**src/rtl/sudoku_board_reader.sv**
```systemverilog
// rtl/sudoku_board_reader.sv - streams the 9x9 board from the store's read port, one byte per cell
// Define ASCII_OUT_EN for ASCII digits with a 0x0A byte closing every row.
module sudoku_board_reader #(
  parameter int N      = 9,
  parameter int CELL_W = 4
) (
  input  logic              clk,
  input  logic              rst,
  input  logic              start,
  output logic              rd_en,
  output logic [3:0]        rd_row,
  output logic [3:0]        rd_col,
  input  logic [CELL_W-1:0] rd_data,
  output logic [7:0]        out_data,
  output logic              out_valid,
  input  logic              out_ready,
  output logic              out_last_col,
  output logic              out_last,
  output logic              busy,
  output logic              done
);

  typedef enum logic [2:0] {
    IDLE,
    FETCH,
    CAPTURE,
    PRESENT,
`ifdef ASCII_OUT_EN
    NEWLINE,
`endif
    DONE
  } state_t;

  localparam logic [3:0] LAST = 4'(N - 1);

  state_t     state_q, state_d;
  logic [3:0] row_q, col_q;
  logic       xfer;

  assign xfer = out_valid & out_ready;

  always_ff @(posedge clk or posedge rst) begin
    if (rst) state_q <= IDLE;
    else     state_q <= state_d;
  end

  always_comb begin
    state_d   = state_q;
    rd_en     = 1'b0;
    out_valid = 1'b0;
    busy      = 1'b1;
    done      = 1'b0;
    case (state_q)
      IDLE: begin
        busy = 1'b0;
        if (start) state_d = FETCH;
      end
      DONE: begin
        busy = 1'b0;
        done = 1'b1;
        if (start) state_d = FETCH;
      end
      FETCH: begin
        rd_en   = 1'b1;
        state_d = CAPTURE;
      end
      CAPTURE: state_d = PRESENT;
      PRESENT: begin
        out_valid = 1'b1;
        if (xfer) begin
`ifdef ASCII_OUT_EN
          state_d = (col_q == LAST) ? NEWLINE : FETCH;
`else
          state_d = (col_q == LAST && row_q == LAST) ? DONE : FETCH;
`endif
        end
      end
`ifdef ASCII_OUT_EN
      NEWLINE: begin
        out_valid = 1'b1;
        if (xfer) state_d = (row_q == LAST) ? DONE : FETCH;
      end
`endif
      default: state_d = IDLE;
    endcase
  end

  // The address is the live cell counter, so it naturally holds its last value when idle.
  assign rd_row = row_q;
  assign rd_col = col_q;

  always_ff @(posedge clk or posedge rst) begin
    if (rst) begin
      row_q <= '0;
      col_q <= '0;
    end else begin
      case (state_q)
        IDLE, DONE: begin
          if (start) begin
            row_q <= '0;
            col_q <= '0;
          end
        end
        PRESENT: begin
          if (xfer && col_q != LAST) begin
            col_q <= col_q + 4'd1;
`ifndef ASCII_OUT_EN
          end else if (xfer && row_q != LAST) begin
            col_q <= '0;
            row_q <= row_q + 4'd1;
`endif
          end
        end
`ifdef ASCII_OUT_EN
        NEWLINE: begin
          if (xfer && row_q != LAST) begin
            col_q <= '0;
            row_q <= row_q + 4'd1;
          end
        end
`endif
        default: ;
      endcase
    end
  end

  always_ff @(posedge clk or posedge rst) begin
    if (rst) begin
      out_data     <= '0;
      out_last_col <= 1'b0;
      out_last     <= 1'b0;
    end else if (state_q == CAPTURE) begin
`ifdef ASCII_OUT_EN
      out_data     <= (rd_data <= CELL_W'(9)) ? (8'h30 + 8'(rd_data)) : 8'h3F;
      out_last_col <= 1'b0;
      out_last     <= 1'b0;
`else
      out_data     <= 8'(rd_data);
      out_last_col <= (col_q == LAST);
      out_last     <= (col_q == LAST) && (row_q == LAST);
`endif
`ifdef ASCII_OUT_EN
    end else if (state_q == PRESENT && xfer && col_q == LAST) begin
      out_data     <= 8'h0A;
      out_last_col <= 1'b1;
      out_last     <= (row_q == LAST);
`endif
    end
  end

endmodule
```
**config.mk**
```make
export PLATFORM = sky130hd
export DESIGN_NAME = sudoku_board_reader
export DESIGN_NICKNAME = d
export VERILOG_FILES = /design/src/rtl/sudoku_board_reader.sv
export SDC_FILE = /design/constraint.sdc
export NUM_CORES = 1
export LEC_CHECK = 0
export ABC_AREA = 1
export CORE_MARGIN = 10
export CORE_UTILIZATION = 45
export CTS_CLUSTER_DIAMETER = 50
export DETAILED_ROUTE_END_ITERATION = 8
export PLACE_DENSITY = 0.76
export SETUP_SLACK_MARGIN = 0.05
export SLEW_MARGIN = 0
export SYNTH_ARGS = -nofsm -noshare
export SYNTH_HDL_FRONTEND = slang
export SYNTH_SLANG_ARGS = --single-unit
export TNS_END_PERCENT = 50
```
**constraint.sdc**
```tcl
create_clock -name clk -period 1.6 [get_ports clk]
set_input_delay 0.24 -clock clk [delete_from_list [all_inputs] [get_ports clk]]
set_output_delay 0.24 -clock clk [all_outputs]
set_load 0.02 [all_outputs]
```
### After elaboration in Yosys (flattened, before gate mapping)

Cells that the tools add are included.

* $add $sub $neg: 2
* equal/unequal tests: 13
* muxes and demuxes: 15
* bitwise gates (word level): 1
* reductions and logical operators: 9

Operators by type and width (count)
* 4-bit 2-to-1 mux: 5
* 4-bit case mux with 2 select lines: 2
* 3-bit case mux with 4 select lines: 1
* 3-bit 2-to-1 mux: 3
* 4-bit by 1-bit adder with 4-bit output (second input constant): 2
* 4-bit == test (second input constant): 2
* 4-bit != test (second input constant): 2
* 3-bit by 2-bit == test with 1-bit output (second input constant): 2
* 2-bit != test (second input constant): 3
* 1-bit 2-to-1 mux: 4
* 4-bit AND reduction: 1
* 3-bit by 1-bit == test with 1-bit output (second input constant): 1
* 3-bit == test (second input constant): 1
* 1-bit logical AND: 3
* 3-bit logical NOT: 1
* 3-bit != test (second input constant): 1
* 3-bit AND reduction: 1
* 2-bit by 1-bit != test with 1-bit output (second input constant): 1
* 2-bit AND reduction: 1
* 2-bit nonzero test: 1
* 2-bit OR reduction: 1
* 1-bit AND: 1

* register bits: 17
* input bits: 8
* output and inout port bits: 22
* logic and storage cells: 46

### Longest topological paths before layout

Gate-level depths: netlist of run 1.

* depth after elaboration: 7
* depth in mapped cells: 9
* mapped depth without buffers: 9

### Least setup slack after synthesis of run 1

OpenSTA, ideal clock, no wires.

* path kind: flip-flop to flip-flop
* start: register row_q[0] (netlist: rd_row[0])
* end: register row_q[2] (netlist: rd_row[2])
* library setup time: 122 ps
* arrival: 1299 ps
* required time: 1478 ps
* slack: 179 ps
* cell stages (with the launch flop): 9
* path buffers: 0
* period minus slack after synthesis: 1421 ps
* cells stage by stage: dfrtp_1 > inv_1 > ha_1 > nand2_1 > nor2_1 > nor2_1 > nand2_4 > nand3_1 > o21ai_1

* word-level cells in the longest chain between the ends: 4
* elaborated cells on any way between the ends: 8
* classes of those cells: 1 x add/sub; 2 x eq/ne; 3 x mux; 2 x reduce/logical

Ends and longest elaborated chain
* start: declaration: RTL line 37 `logic [3:0] row_q, col_q;`
* start signal: assignment: RTL line 110 `row_q <= row_q + 4'd1;`
* 4-bit by 1-bit adder with 4-bit output or 4-bit != test (tied branches): RTL line 110, 108
* 4-bit 2-to-1 mux or 1-bit logical AND (tied branches): RTL line 108 `end else if (xfer && row_q != LAST) begin`
* 4-bit 2-to-1 mux or 2-bit != test (tied branches)
* 4-bit case mux with 2 select lines or 4-bit AND reduction (tied branches)

Several ways; a longest one is shown, not always the timed one. The select of a mux whose other input is x is not followed.
A chain may end at the register's enable or synchronous reset.

### Worst setup path after layout of run 1

* start: register out_data[1]
* end: output port out_data[1]

RTL lines
* start: declaration: RTL line 14 `output logic [7:0] out_data,`
* start signal: assignment: RTL line 138 `out_data <= 8'(rd_data);`

No word-level cell between the ends.

==> metrics.md, run 1 <==
| Metric | Value |
|---|---|
| Core area | 1980 µm² |
| Switching Fraction | 0.439 |
| Routability Congestion | 0.780 |
| Worst Setup Start Kind | register |
| Required @ worst endpoint | 1360 ps |
| Synth area leader | dfrtp_1 |
| Synth Register Bits | 17 |
| Status | finished, final reports clean |
| Total Neg Setup Slack | 0 ps |
| Setup Buffers After CTS | 0 |
| RR Startpoint | rd_row[0]$_DFFE_PP0P_ |
| Placed cell area | roughly 1200 µm² |
| Arrival @ worst endpoint | 1240 ps |
| Skew final | 1.84 ps |
| Pwr per Cell Area | 1520 nW/µm² |
| Setup Viol. Count Final | 0 |
| Fin worst setup slack | 117 ps |
| Endpoints failing hold | 0 |
| Synth Cell Area | 946 µm² |
| Synth warn | 0 |
| Die Ht | 65.8 µm |
| Cell area after layout | ~1300 µm² |
| Sink Count | 17 |
| Vias | approximately 770 |
| Wire per inst | 12.8 µm |
| DIE WIDTH | 65.8 µm |
| Largest net degree at the start of global routing | 18 |
| Ant diodes | 0 |
| Place WS | 27.9 ps |
| RSZ-0062 raised after global routing | yes |
| Num rows | 16 |
| Async SR Flop Fraction | 1.00 |
| Max Fclk | slightly below 700 MHz |
| Sequential share of the synthesized area | 0.450 |
| Vias/cell | roughly 4.7 |
| Reg2Reg Setup Slack | 190 ps |
| Pleak | 0.000704 µW |
| Multi-input logic area | 467 µm² |
| TritonCTS buffer count | 3 |
| Synth top area cells | dfrtp_1 (45%), nand2_1 (9.9%), nand3_1 (6.3%) |
| Area Growth Syn to Fin | 32.9% |
| Final Cycle Share | 0.927 |
| 1st-iter DRT viols | 26 |
| Sequential power share | 0.354 |
| TritonCTS clock tree | yes |
| Crit path max fanout | 2 |
| Max-cap viol count | 0 |
| Syn avg cell area | between 8 and 9 µm² |
| DRT Wirelength | about 2.1 mm |
| GRT Total Usage | 0.105 |
| Residual DRC | 0 |
| Share of power burned in combinational logic | 0.528 |
| Reg area | 427 µm² |
| Post-DRT Antenna Nets | 0 |
| Yosys top cell area share | 0.450 |
| R2r worst-path depth | 8 |
| Root Buffer | clkbuf_4 |
| PortBufs | 25 |
| Max-slew violation count | 0 |
| Filler cells | between 150 and 200 |
| Finished Layout Cells | 166 |
| Clock buffer depth | 2 |
| Nets | 152 |
| Die area | 4340 µm² |
| Crit-path cells | clkdlybuf4s50_1 |
| Pre-Repair DR Iteration Count | 4 |
| Final HPWL DP | 1.69 mm |
| Layout cells sized above 1 | 0.209 |
| Initial antenna violation count | 0 |
| Worst VDD drop | around 1000 µV |
| Start point of the critical path | out_data[1]$_DFFE_PP0P_ |
| Crit path buffers/inverters | 1 |
| Hold WC Path Type | input pin to asynchronous set/reset pin |
| Internal power | between 1000 and 1500 µW |
| Crit path kind | register to output pin |
| # H-tree levels | 1 |
| Critical Path End Type | output pin |
| Max incr delay on CP | 610 ps |
| # IOs | 30 |
| Post-synth EDFFs | 0 |
| GRT overflow | 0 |
| Netlist cell types | 26 |
| Reg2Reg Capture Point | rd_row[2]$_DFFE_PP0P_ |
| Vias in the first global route | ~800 |
| CP delay by family, top | buffers and inverters |
| Final Critical Period | 1480 ps |
| CTS clk-pin slew, worst paths | 90 ps |
| Skew-Pair Late Insertion Delay | ~280 ps |
| Switching power | 839 µW |
| Global-route wire length before repair | 3.60 mm |
| Slowest-stage cell, CP | clkdlybuf4s50_1 |
| Initial core utilization | 0.477 |
| Placed insts | 162 |
| Post-Synthesis Cells | ~110 |
| Clock share of power | 0.118 |
| Ys flop type | dfrtp_1 |
| # hold bufs at CTS | 0 |
==> area by class of cell <==
type	instances	share of cell area
Clock buffer	4	0.0209
Sequential cell	17	0.339
Multi-Input combinational cell	79	0.371
Tap cell	27	0.0269
Inverter	11	0.0338
Timing Repair Buffer	28	0.208
==> metal layers <==
metal	global-route usage	vias up	part of all wire
li1	-	396	-
met1	0.112	360	0.43
met2	0.186	14	0.50
met3	0.0322	4	0.056
met4	0.0481	0	0.014
met5	0	-	0
==> cells in the mapped netlist (all sizes together) (2+ instances only) <==
cell type and count:
buf 4, dfrtp 17, ha 4, inv 10
mux2 4, nand2 30, nand3 14, nor2 11
nor3 2, o21ai 4, xor2 2
==> tightest hold or removal path, cell delays in order <==
cell	delay [ps]
clkdlybuf4s50_1	390
inv_1	50
buf_4	230
==> sequential cells by signal (all words and copies together), names as in the netlist <==
register and flops:
state_q 3, rd_row 4, rd_col 4, out_last_col 1, out_data 4, out_last 1
==> power by group through the flow <==
stage | Sequential (µW) | Combinational (µW) | Clock (µW)
2_1_floorplan | 778 | 542 | 0
3_3_place_gp | 671 | 1050 | 0
3_5_place_dp | 680 | 1070 | 0
4_1_cts | 669 | 1030 | 231
5_1_grt | 695 | 1120 | 257
6_report | 677 | 1010 | 225
==> how the worst max path moves through the flow <==
stage	endpoint	depth (start not counted)
after global placement	rd_en	2
after CTS	done	4
after floorplan	rd_row[2]$_DFFE_PP0P_	8
after global routing	rd_row[2]$_DFFE_PP0P_	8
after detailed placement	done	4
final	out_data[1]	1
==> kinds of logic after synthesis <==
| group | share of synthesized area |
|---|---|
| compound gates | 0.0265 |
| mux | 0.0476 |
| xor+xnor | 0.0278 |
| flops | 0.450 |
| buf+inv | 0.0767 |
| fa+ha+maj | 0.0529 |
| simple gates | 0.315 |
| other cells | 0.00396 |
==> repair_timing <==
action,in CTS,in global routing
gates resized for setup,17,11
endpoints found under the setup margin,12,14
pin swaps,0,0
gates cloned,0,0
==> cells in the final DEF (no fill, tap or decap), types with 3 or more instances in the layout <==
| cell | Yosys | layout |
|---|---|---|
| nand2_2 | 4 | 4 |
| buf_4 | 4 | 3 |
| clkbuf_4 | 0 | 3 |
| nand3_1 | 12 | 12 |
| nand2_1 | 25 | 25 |
| inv_1 | 8 | 7 |
| dlygate4sd2_1 | 0 | 8 |
| inv_2 | 2 | 3 |
| nor2_1 | 8 | 7 |
| dfrtp_1 | 17 | 16 |
| ha_1 | 4 | 4 |
| dlymetal6s2s_1 | 0 | 3 |
| clkdlybuf4s50_1 | 0 | 10 |
| conb_1 | 1 | 4 |
==> per-stage QoR <==
stage / util / power, µW / hold WS (ps)
after floorplan: - / 1320 / 166
after global placement: 0.622 / 1720 / 474
after detailed placement: 0.622 / 1750 / 483
after CTS: 0.631 / 1930 / 266
after global routing: 0.634 / 2070 / 275
final: 0.634 / 1910 / 255
Note: power is estimated with default switching activity, not from simulation.
==> inputs of run 2 (changes only) <==
SLEW_MARGIN = not set   (was 0)
==> results of run 2 <==
Same layout as run 1: the final DEF is identical, and so are final timing and power.
